$ cat src/rtl/ahb_pkg.sv
// Shared AHB-lite types for the master and the ahb_slave responder.
package ahb_pkg;

    typedef enum logic [1:0] {
        IDLE   = 2'b00,
        BUSY   = 2'b01,
        NONSEQ = 2'b10,
        SEQ    = 2'b11
    } htrans_t;

    typedef enum logic [1:0] {
        D_IDLE = 2'b00,
        D_RD   = 2'b01,
        D_WR   = 2'b10
    } dphase_t;

endpackage

$ cat src/rtl/ahb_master.sv
// AHB-lite single-initiator master: valid/ready commands become pipelined NONSEQ
// single transfers; one response pulse per completed transfer.
//
// data-phase state | meaning
// D_IDLE           | no transfer in the data phase
// D_RD             | read in the data phase, hrdata captured when hready=1
// D_WR             | write in the data phase, hwdata driven from the phase register
module ahb_master
    import ahb_pkg::*;
#(
    parameter int addrWidth = 8,
    parameter int dataWidth = 32,
    parameter int cntWidth  = 16
) (
    input  logic                 hclk,
    input  logic                 hreset,
    input  logic                 cmd_valid,
    output logic                 cmd_ready,
    input  logic                 cmd_write,
    input  logic [addrWidth-1:0] cmd_addr,
    input  logic [dataWidth-1:0] cmd_wdata,
    output logic [1:0]           htrans,
    output logic [addrWidth-1:0] haddr,
    output logic                 hwrite,
    output logic [dataWidth-1:0] hwdata,
    input  logic                 hready,
    input  logic [dataWidth-1:0] hrdata,
    output logic                 rsp_valid,
    output logic                 rsp_write,
    output logic [dataWidth-1:0] rsp_rdata,
    output logic [cntWidth-1:0]  wr_count,
    output logic [cntWidth-1:0]  rd_count
);

    htrans_t              ap_trans, ap_trans_nxt;
    logic [dataWidth-1:0] ap_wdata, ap_wdata_nxt;
    dphase_t              dp_state, dp_state_nxt;

    logic [addrWidth-1:0] haddr_nxt;
    logic                 hwrite_nxt;
    logic [dataWidth-1:0] hwdata_nxt;
    logic                 rsp_valid_nxt;
    logic                 rsp_write_nxt;
    logic [dataWidth-1:0] rsp_rdata_nxt;
    logic [cntWidth-1:0]  wr_count_nxt;
    logic [cntWidth-1:0]  rd_count_nxt;

    // The slave's hready both ends the data phase and frees the address phase.
    assign cmd_ready = hready;
    assign htrans    = ap_trans;

    always_comb begin
        ap_trans_nxt  = ap_trans;
        ap_wdata_nxt  = ap_wdata;
        dp_state_nxt  = dp_state;
        haddr_nxt     = haddr;
        hwrite_nxt    = hwrite;
        hwdata_nxt    = hwdata;
        rsp_valid_nxt = 1'b0;
        rsp_write_nxt = rsp_write;
        rsp_rdata_nxt = rsp_rdata;
        wr_count_nxt  = wr_count;
        rd_count_nxt  = rd_count;

        if (hready) begin
            if (ap_trans == NONSEQ) begin
                dp_state_nxt = hwrite ? D_WR : D_RD;
                if (hwrite) begin
                    hwdata_nxt = ap_wdata;
                end
            end else begin
                dp_state_nxt = D_IDLE;
            end

            // haddr/hwrite keep their last values while the address phase is idle
            if (cmd_valid) begin
                ap_trans_nxt = NONSEQ;
                haddr_nxt    = cmd_addr;
                hwrite_nxt   = cmd_write;
                ap_wdata_nxt = cmd_wdata;
            end else begin
                ap_trans_nxt = IDLE;
            end

            case (dp_state)
                D_RD: begin
                    rsp_valid_nxt = 1'b1;
                    rsp_write_nxt = 1'b0;
                    rsp_rdata_nxt = hrdata;
                    rd_count_nxt  = rd_count + cntWidth'(1);
                end
                D_WR: begin
                    rsp_valid_nxt = 1'b1;
                    rsp_write_nxt = 1'b1;
                    rsp_rdata_nxt = '0;
                    wr_count_nxt  = wr_count + cntWidth'(1);
                end
                default: ;
            endcase
        end
    end

    always_ff @(posedge hclk) begin
        if (hreset) begin
            ap_trans  <= IDLE;
            ap_wdata  <= '0;
            dp_state  <= D_IDLE;
            haddr     <= '0;
            hwrite    <= 1'b0;
            hwdata    <= '0;
            rsp_valid <= 1'b0;
            rsp_write <= 1'b0;
            rsp_rdata <= '0;
            wr_count  <= '0;
            rd_count  <= '0;
        end else begin
            ap_trans  <= ap_trans_nxt;
            ap_wdata  <= ap_wdata_nxt;
            dp_state  <= dp_state_nxt;
            haddr     <= haddr_nxt;
            hwrite    <= hwrite_nxt;
            hwdata    <= hwdata_nxt;
            rsp_valid <= rsp_valid_nxt;
            rsp_write <= rsp_write_nxt;
            rsp_rdata <= rsp_rdata_nxt;
            wr_count  <= wr_count_nxt;
            rd_count  <= rd_count_nxt;
        end
    end

endmodule

$ cat config.mk
export PLATFORM = sky130hd
export DESIGN_NAME = ahb_master
export DESIGN_NICKNAME = d
export VERILOG_FILES = /design/src/rtl/ahb_pkg.sv /design/src/rtl/ahb_master.sv
export SDC_FILE = /design/constraint.sdc
export NUM_CORES = 1
export LEC_CHECK = 0
export ABC_AREA = 1
export CAP_MARGIN = 20
export CORE_ASPECT_RATIO = 2
export CORE_MARGIN = 2
export CORE_UTILIZATION = 45
export DETAILED_ROUTE_END_ITERATION = 8
export HOLD_SLACK_MARGIN = 0.12
export PLACE_DENSITY_LB_ADDON = 0.05
export RECOVER_POWER = 100
export SLEW_MARGIN = 10
export SYNTH_ARGS = -nofsm -noshare
export SYNTH_HDL_FRONTEND = slang
export SYNTH_SLANG_ARGS = --single-unit
$ cat constraint.sdc
create_clock -name hclk -period 1.7 [get_ports hclk]
set_input_delay 0.34 -clock hclk [delete_from_list [all_inputs] [get_ports hclk]]
set_output_delay 0.34 -clock hclk [all_outputs]
set_load 0.01 [all_outputs]
==> reports/results.txt, run 1 <==
DRC Markers: 0
critical path cell sequence: clkdlybuf4s50_1
antenna violations before repair: 0
clock share of power: 47.2%
multi-input logic area: 2160 µm²
most common cell after layout, fill and taps aside: clkdlybuf4s50_1
dpl hpwl: 9.79 mm
PortBufs: 185
Final Cycle Share: 98.1%
GR Util met1: 21.4%
Hold Path Depth: 2
layout cells sized above 1: 7.30%
clock latency on the worst-skew pair: 410 ps
clock tree from TritonCTS: done
Seq/Total Area, Yosys: 51.7%
Sequential cell area: 2850 µm²
worst-case reg-to-reg path depth: 7
end of the worst hold path: hwdata[30]
RSZ-0062 raised after global routing: no
remaining global-route overflow: 0
clock sink total: 142
non-filler cells, final: 1065
total I/O pin count: 187
synthesized area per cell: 7.64 µm²
core area: 12100 µm²
Inst Count DP: 1033
skew final: 6.92 ps
setup slack, reg-to-reg: 240 ps
FF-to-FF End: wr_count[10]
Initial Utilization: 45.6%
CP Data Arrival Time: 1330 ps
die area: 13200 µm²
GRT Util Overall: 20.8%
Clock Tree Root: clkbuf_16
post-route ant nets: 0
Cell Area, Synth: 5500 µm²
Overall Power: 7.60 mW
Syn. warnings: 0
first-pass GRT wire length: 21.8 mm
internal power: 5.94 mW
Critical path buffers and inverters: 1
RR Startpoint: wr_count[0]
total negative setup slack: 0 ps
Syn Nets: 800
DR vias/cell: 4.88
kind of critical path: flip-flop to output port
routed len/inst: 12.7 µm
post-synth top area cell: dfxtp_1
Syn Inst Count: 719
P&R area growth vs syn: 47.4%
drt first pass iters: 6
global route hottest layer: met2
Fin. Hold Viols: 0
Final Setup Violations: 0
total CTS buffers: 17
crit path capture type: output port
hold wc startpoint: hwdata[30]
CP delay by family, top: buffers and inverters
Pleak: 3.08 nW
wirelength, routed: 13.5 mm
met3 usage: 5.73%
Startpoint Class: flip-flop
Peak VDD IR: 0.792 mV
critical path peak fanout: 5
Max-Cap Viols: 0
Hold WS: 441 ps
library cells used by synthesis: 27
die extent in y: 160 µm
row cnt: 57
Final #Nets: 986
H-tree Lvls: 4
met2 usage: 37.9%
power density over the cells: 937 nW/µm²
number of global-route vias before repair: 4928
Crit-path slowest cell: clkdlybuf4s50_1
required time worst endpoint: 1360 ps
gp weighted congestion: 0.834
Crit path depth: 1
most frequent cells in the layout: 157 x clkdlybuf4s50_1, 134 x dfxtp_1, 125 x nor2_1
final worst path period need: 1670 ps
Seq pwr share: 45.6%
DP Worst Slack: -166 ps
fillers: 1048
chip width: 82.2 µm
Net Sw Power: 1.66 mW
Synth area leaders: dfxtp_1 52%, nor2_1 8.5%, o21ai_0 7.8%, a21oi_1 7.5%, nand2_1 6.2%
Pins Over Slew Limit: 0
switch share: 21.8%
status: finished clean
initial DRC count: 223
fmax: 600 MHz
clock-pin slew on the worst setup and hold paths: 60 ps
CTS max path bufs: 2
PnR worst setup slack: 32.9 ps
Hold Crit Class: flip-flop to flip-flop
Comb power frac: 7.2%
Post-CTS Hold Buffers: 0
Synth Register Bits: 142
Antenna Cells: 0
share of the synthesized area in the top cell type: 51.7%
largest net degree at the start of global routing: 57
via count: 5197
CP max stage delay: 550 ps
worst max path at each step:
stage                            from      endpoint  slack [ps]
after floorplan           wr_count[0]  wr_count[10]         380
after global placement         hready  rd_count[14]        -130
after detailed placement       hready  rd_count[14]        -170
after CTS                 wr_count[8]   wr_count[8]          10
after global routing       hwdata[24]    hwdata[24]         0.5
final                     rd_count[7]   rd_count[7]          30
state kept, by name (all words and copies together) (netlist names):
signal and cells:
htrans 1, dp_state 2, rd_count 16, hwdata 32
rsp_valid 1, hwrite 1, rsp_rdata 32, ap_wdata 32
wr_count 16, rsp_write 1, haddr 8
synth_stat cells, drive strengths merged:
library cell	n
dfxtp	142
nor2	128
nand2	93
o21ai	86
a21oi	82
inv	69
nand3	51
clkbuf	26
buf	16
nor3	5
ha	4
nand4	4
and3	3
o21bai	3
xor2	3
conb	1
nand3b	1
nor3b	1
o21a	1
worst register-to-register path, delay by kind of cell, from the launching register on:
kind          cells  cell delay [ps]
xor+xnor          1              180
fa+ha+maj         1              220
buf+inv           1               80
flops             1              390
simple gates      4              480
repair_timing:
action                     CTS  global route
setup endpoints to repair   26             9
resized for setup           27             9
setup buffers                0             0
cell families (layout without fill, tap and decap cells):
group	after synthesis	after routing	share of synthesized area, %
adders and majority gates	4	4	0.911
DFF	142	142	51.7
AOI/OAI and AO/OA	172	172	15.8
other	1	1	0.0682
buffers and inverters	111	310	8.92
and+or+nand+nor	286	286	22.1
xor gates and xnor gates	3	3	0.478
power by group through the flow:
stage | Clock, mW | Sequential (mW) | Combinational (mW)
floorplan | 0 | 3.54 | 0.231
global placement | 0 | 3.53 | 0.565
detailed placement | 0 | 3.53 | 0.573
CTS | 3.66 | 3.46 | 0.573
global route | 3.82 | 3.47 | 0.613
finish | 3.59 | 3.46 | 0.550
layout make-up:
| type | instances | share of cell area (%) |
|---|---|---|
| Timing Repair Buffer | 209 | 25.4 |
| Inverter | 69 | 3.20 |
| Clock buffer | 20 | 5.51 |
| Tap cell | 147 | 2.27 |
| Multi-Input combinational cell | 466 | 26.7 |
| Clock inverter | 12 | 1.70 |
| Sequential cell | 142 | 35.2 |
routing by layer:
| metal | routed length (µm) | share of wire (%) |
|---|---|---|
| met1 | 5220 | 39 |
| met2 | 7100 | 53 |
| met3 | 856 | 6.3 |
| met4 | 318 | 2.4 |
| met5 | 0 | 0 |
metrics by stage:
stage,area (µm²),utilization [%]
6_report,8100,67.2
3_5_place_dp,7600,63.0
3_3_place_gp,7600,63.0
5_1_grt,8100,67.2
2_1_floorplan,5500,-
4_1_cts,8170,67.8
No activity file was read; power rests on OpenSTA's default activity.
==> run 2, diff against run 1 <==
--- a/config.mk
+++ b/config.mk
@@ -8,13 +8,12 @@
 export ABC_AREA = 1
 export CAP_MARGIN = 20
 export CORE_ASPECT_RATIO = 2
-export CORE_MARGIN = 2
 export CORE_UTILIZATION = 45
 export DETAILED_ROUTE_END_ITERATION = 8
 export HOLD_SLACK_MARGIN = 0.12
 export PLACE_DENSITY_LB_ADDON = 0.05
 export RECOVER_POWER = 100
-export SLEW_MARGIN = 10
+export SLEW_MARGIN = 20
 export SYNTH_ARGS = -nofsm -noshare
 export SYNTH_HDL_FRONTEND = slang
 export SYNTH_SLANG_ARGS = --single-unit
==> run 2 against run 1 <==
  * Critical path type unchanged
  * Largest power group is now sequential cells
  * Routed wire length up 1.8%
  * Highest routed layer unchanged
  * Via count up 1.4%
  * Critical endpoint is now hwdata[17]
  * Count of clock-buffer cells in the layout down 1
  * Sequential share of layout area up 0.38 points
  * Fmax up 0.49%
==> reports/results.txt, run 2 (synthesis gave the netlist of run 1 again) <==
most common cell after layout, fill and taps aside: clkdlybuf4s50_1 (unchanged)
core area: 11800 µm² (was 12100 µm²)
drt first pass iters: 6 (unchanged)
total I/O pin count: 187 (unchanged)
total CTS buffers: 17 (unchanged)
required time worst endpoint: 1360 ps (about the same)
RR Startpoint: dp_state[0] (was wr_count[0])
GRT Util Overall: 21.8% (was 20.8%)
multi-input logic area: 2140 µm² (was 2160 µm²)
Peak VDD IR: 0.723 mV (was 0.792 mV)
gp weighted congestion: 0.879 (was 0.834)
skew final: 13.1 ps (was 6.92 ps)
critical path peak fanout: 2 (was 5)
Hold Crit Class: flip-flop to flip-flop (unchanged)
fin util: 67.6% (was 67.2%)
crit path capture type: output port (unchanged)
clock tree from TritonCTS: done (unchanged)
number of global-route vias before repair: 4909 (was 4928)
Sequential cell area: 2850 µm² (about the same)
Crit-path slowest cell: clkdlybuf4s50_1 (unchanged)
Startpoint Class: flip-flop (unchanged)
post-route ant nets: 0 (unchanged)
chip width: 80.2 µm (was 82.2 µm)
kind of critical path: flip-flop to output port (unchanged)
hold wc startpoint: hwdata[11] (was hwdata[30])
layout cells sized above 1: 6.54% (was 7.30%)
Pins Over Slew Limit: 0 (unchanged)
largest net degree at the start of global routing: 55 (was 57)
Final Cycle Share: 97.6% (was 98.1%)
first-pass GRT wire length: 21.7 mm (was 21.8 mm)
antenna violations before repair: 0 (unchanged)
Hold WS: 439 ps (was 441 ps)
Largest regs: ap_wdata (32), hwdata (32), rsp_rdata (32) (unchanged)
Critical path buffers and inverters: 1 (unchanged)
most frequent cells in the layout: 147 x clkdlybuf4s50_1, 139 x dfxtp_1, 126 x nor2_1 (was 157 x clkdlybuf4s50_1, 134 x dfxtp_1, 125 x nor2_1)
final worst path period need: 1660 ps (was 1670 ps)
Pleak: 3.07 nW (was 3.08 nW)
dpl hpwl: 9.84 mm (was 9.79 mm)
Clock Tree Root: clkbuf_16 (unchanged)
routed len/inst: 12.9 µm (was 12.7 µm)
clock-pin slew on the worst setup and hold paths: 60 ps (about the same)
initial DRC count: 260 (was 223)
Inst Count DP: 1030 (was 1033)
fmax: 603 MHz (was 600 MHz)
dpl cell area: 7590 µm² (was 7600 µm²)
Max-Cap Viols: 0 (unchanged)
fillers: 1051 (was 1048)
Overall Power: 7.28 mW (was 7.60 mW)
die area: 12700 µm² (was 13200 µm²)
clock latency on the worst-skew pair: 410 ps (about the same)
PortBufs: 185 (unchanged)
DRC Markers: 0 (unchanged)
CTS max path bufs: 2 (unchanged)
DR vias/cell: 4.96 (was 4.88)
via count: 5272 (was 5197)
Final Cell Area: 8000 µm² (was 8100 µm²)
CP delay by family, top: buffers and inverters (unchanged)
Initial Utilization: 46.4% (was 45.6%)
total negative setup slack: 0 ps (unchanged)
P&R area growth vs syn: 45.5% (was 47.4%)
CP Data Arrival Time: 1320 ps (was 1330 ps)
clock sink total: 142 (unchanged)
remaining global-route overflow: 0 (unchanged)
wirelength, routed: 13.7 mm (was 13.5 mm)
Fin. Hold Viols: 0 (unchanged)
non-filler cells, final: 1062 (was 1065)
CP startpoint: hwdata[17] (was rd_count[7])
status: finished clean (unchanged)
DP Worst Slack: -113 ps (was -166 ps)
Antenna Cells: 0 (unchanged)
RSZ-0062 raised after global routing: no (unchanged)
H-tree Lvls: 4 (unchanged)
CP max stage delay: 560 ps (was 550 ps)
die extent in y: 158 µm (was 160 µm)
PnR worst setup slack: 40.9 ps (was 32.9 ps)
Final Setup Violations: 0 (unchanged)
critical path cell sequence: clkdlybuf4s50_1 (unchanged)
Final #Nets: 985 (was 986)
row cnt: 56 (was 57)
Post-CTS Setup Inserts: 0 (unchanged)
power density over the cells: 910 nW/µm² (was 937 nW/µm²)
-- run 2: changes by cell type in the layout (fill, tap and decap cells not counted), sizes merged --
cell,previous run,this run
buf,16,18
bufinv,2,0
clkbuf,29,25
clkdlybuf4s25,8,12
clkdlybuf4s50,157,147
clkinv,3,7
clkinvlp,5,3
dlygate4sd2,18,23
dlygate4sd3,1,2
inv,71,72
-- run 2: timing repair --
item,4_1_cts,5_1_grt
gates resized for setup,27,13
pin swaps,0,0
hold buffers,0,0
endpoints found under the setup margin,26,13
-- run 2: metal layers --
metal | global-route usage [%] | vias up | wire length (µm)
met5 | 0 | - | 0
met4 | 10.0 | 0 | 340
met3 | 6.19 | 23 | 801
met2 | 40.7 | 165 | 7460
met1 | 21.8 | 2398 | 5140
li1 | - | 2686 | -
-- run 2: area by class of cell --
cell class	instances	share of cell area (%)
Clock buffer	19	5.41
Clock inverter	13	1.14
Inverter	69	3.24
Multi-Input combinational cell	466	26.8
Sequential cell	142	35.6
Tap cell	145	2.27
Timing Repair Buffer	208	25.6
-- run 2: power by group --
part	internal (mW)	switching, mW	leakage, nW
Sequential	3.42	0.0437	1.15
Combinational	0.308	0.236	1.67
Clock	1.87	1.41	0.254
Total	5.59	1.69	3.07
-- run 2: path summary, 6_finish.rpt --
path,endpoint,slack [ps],cells past startpoint
max,hwdata[17],40,1
min,hwdata[11],440,2
max reg2reg,rsp_rdata[13],120,7
min reg2reg,hwdata[11],440,2
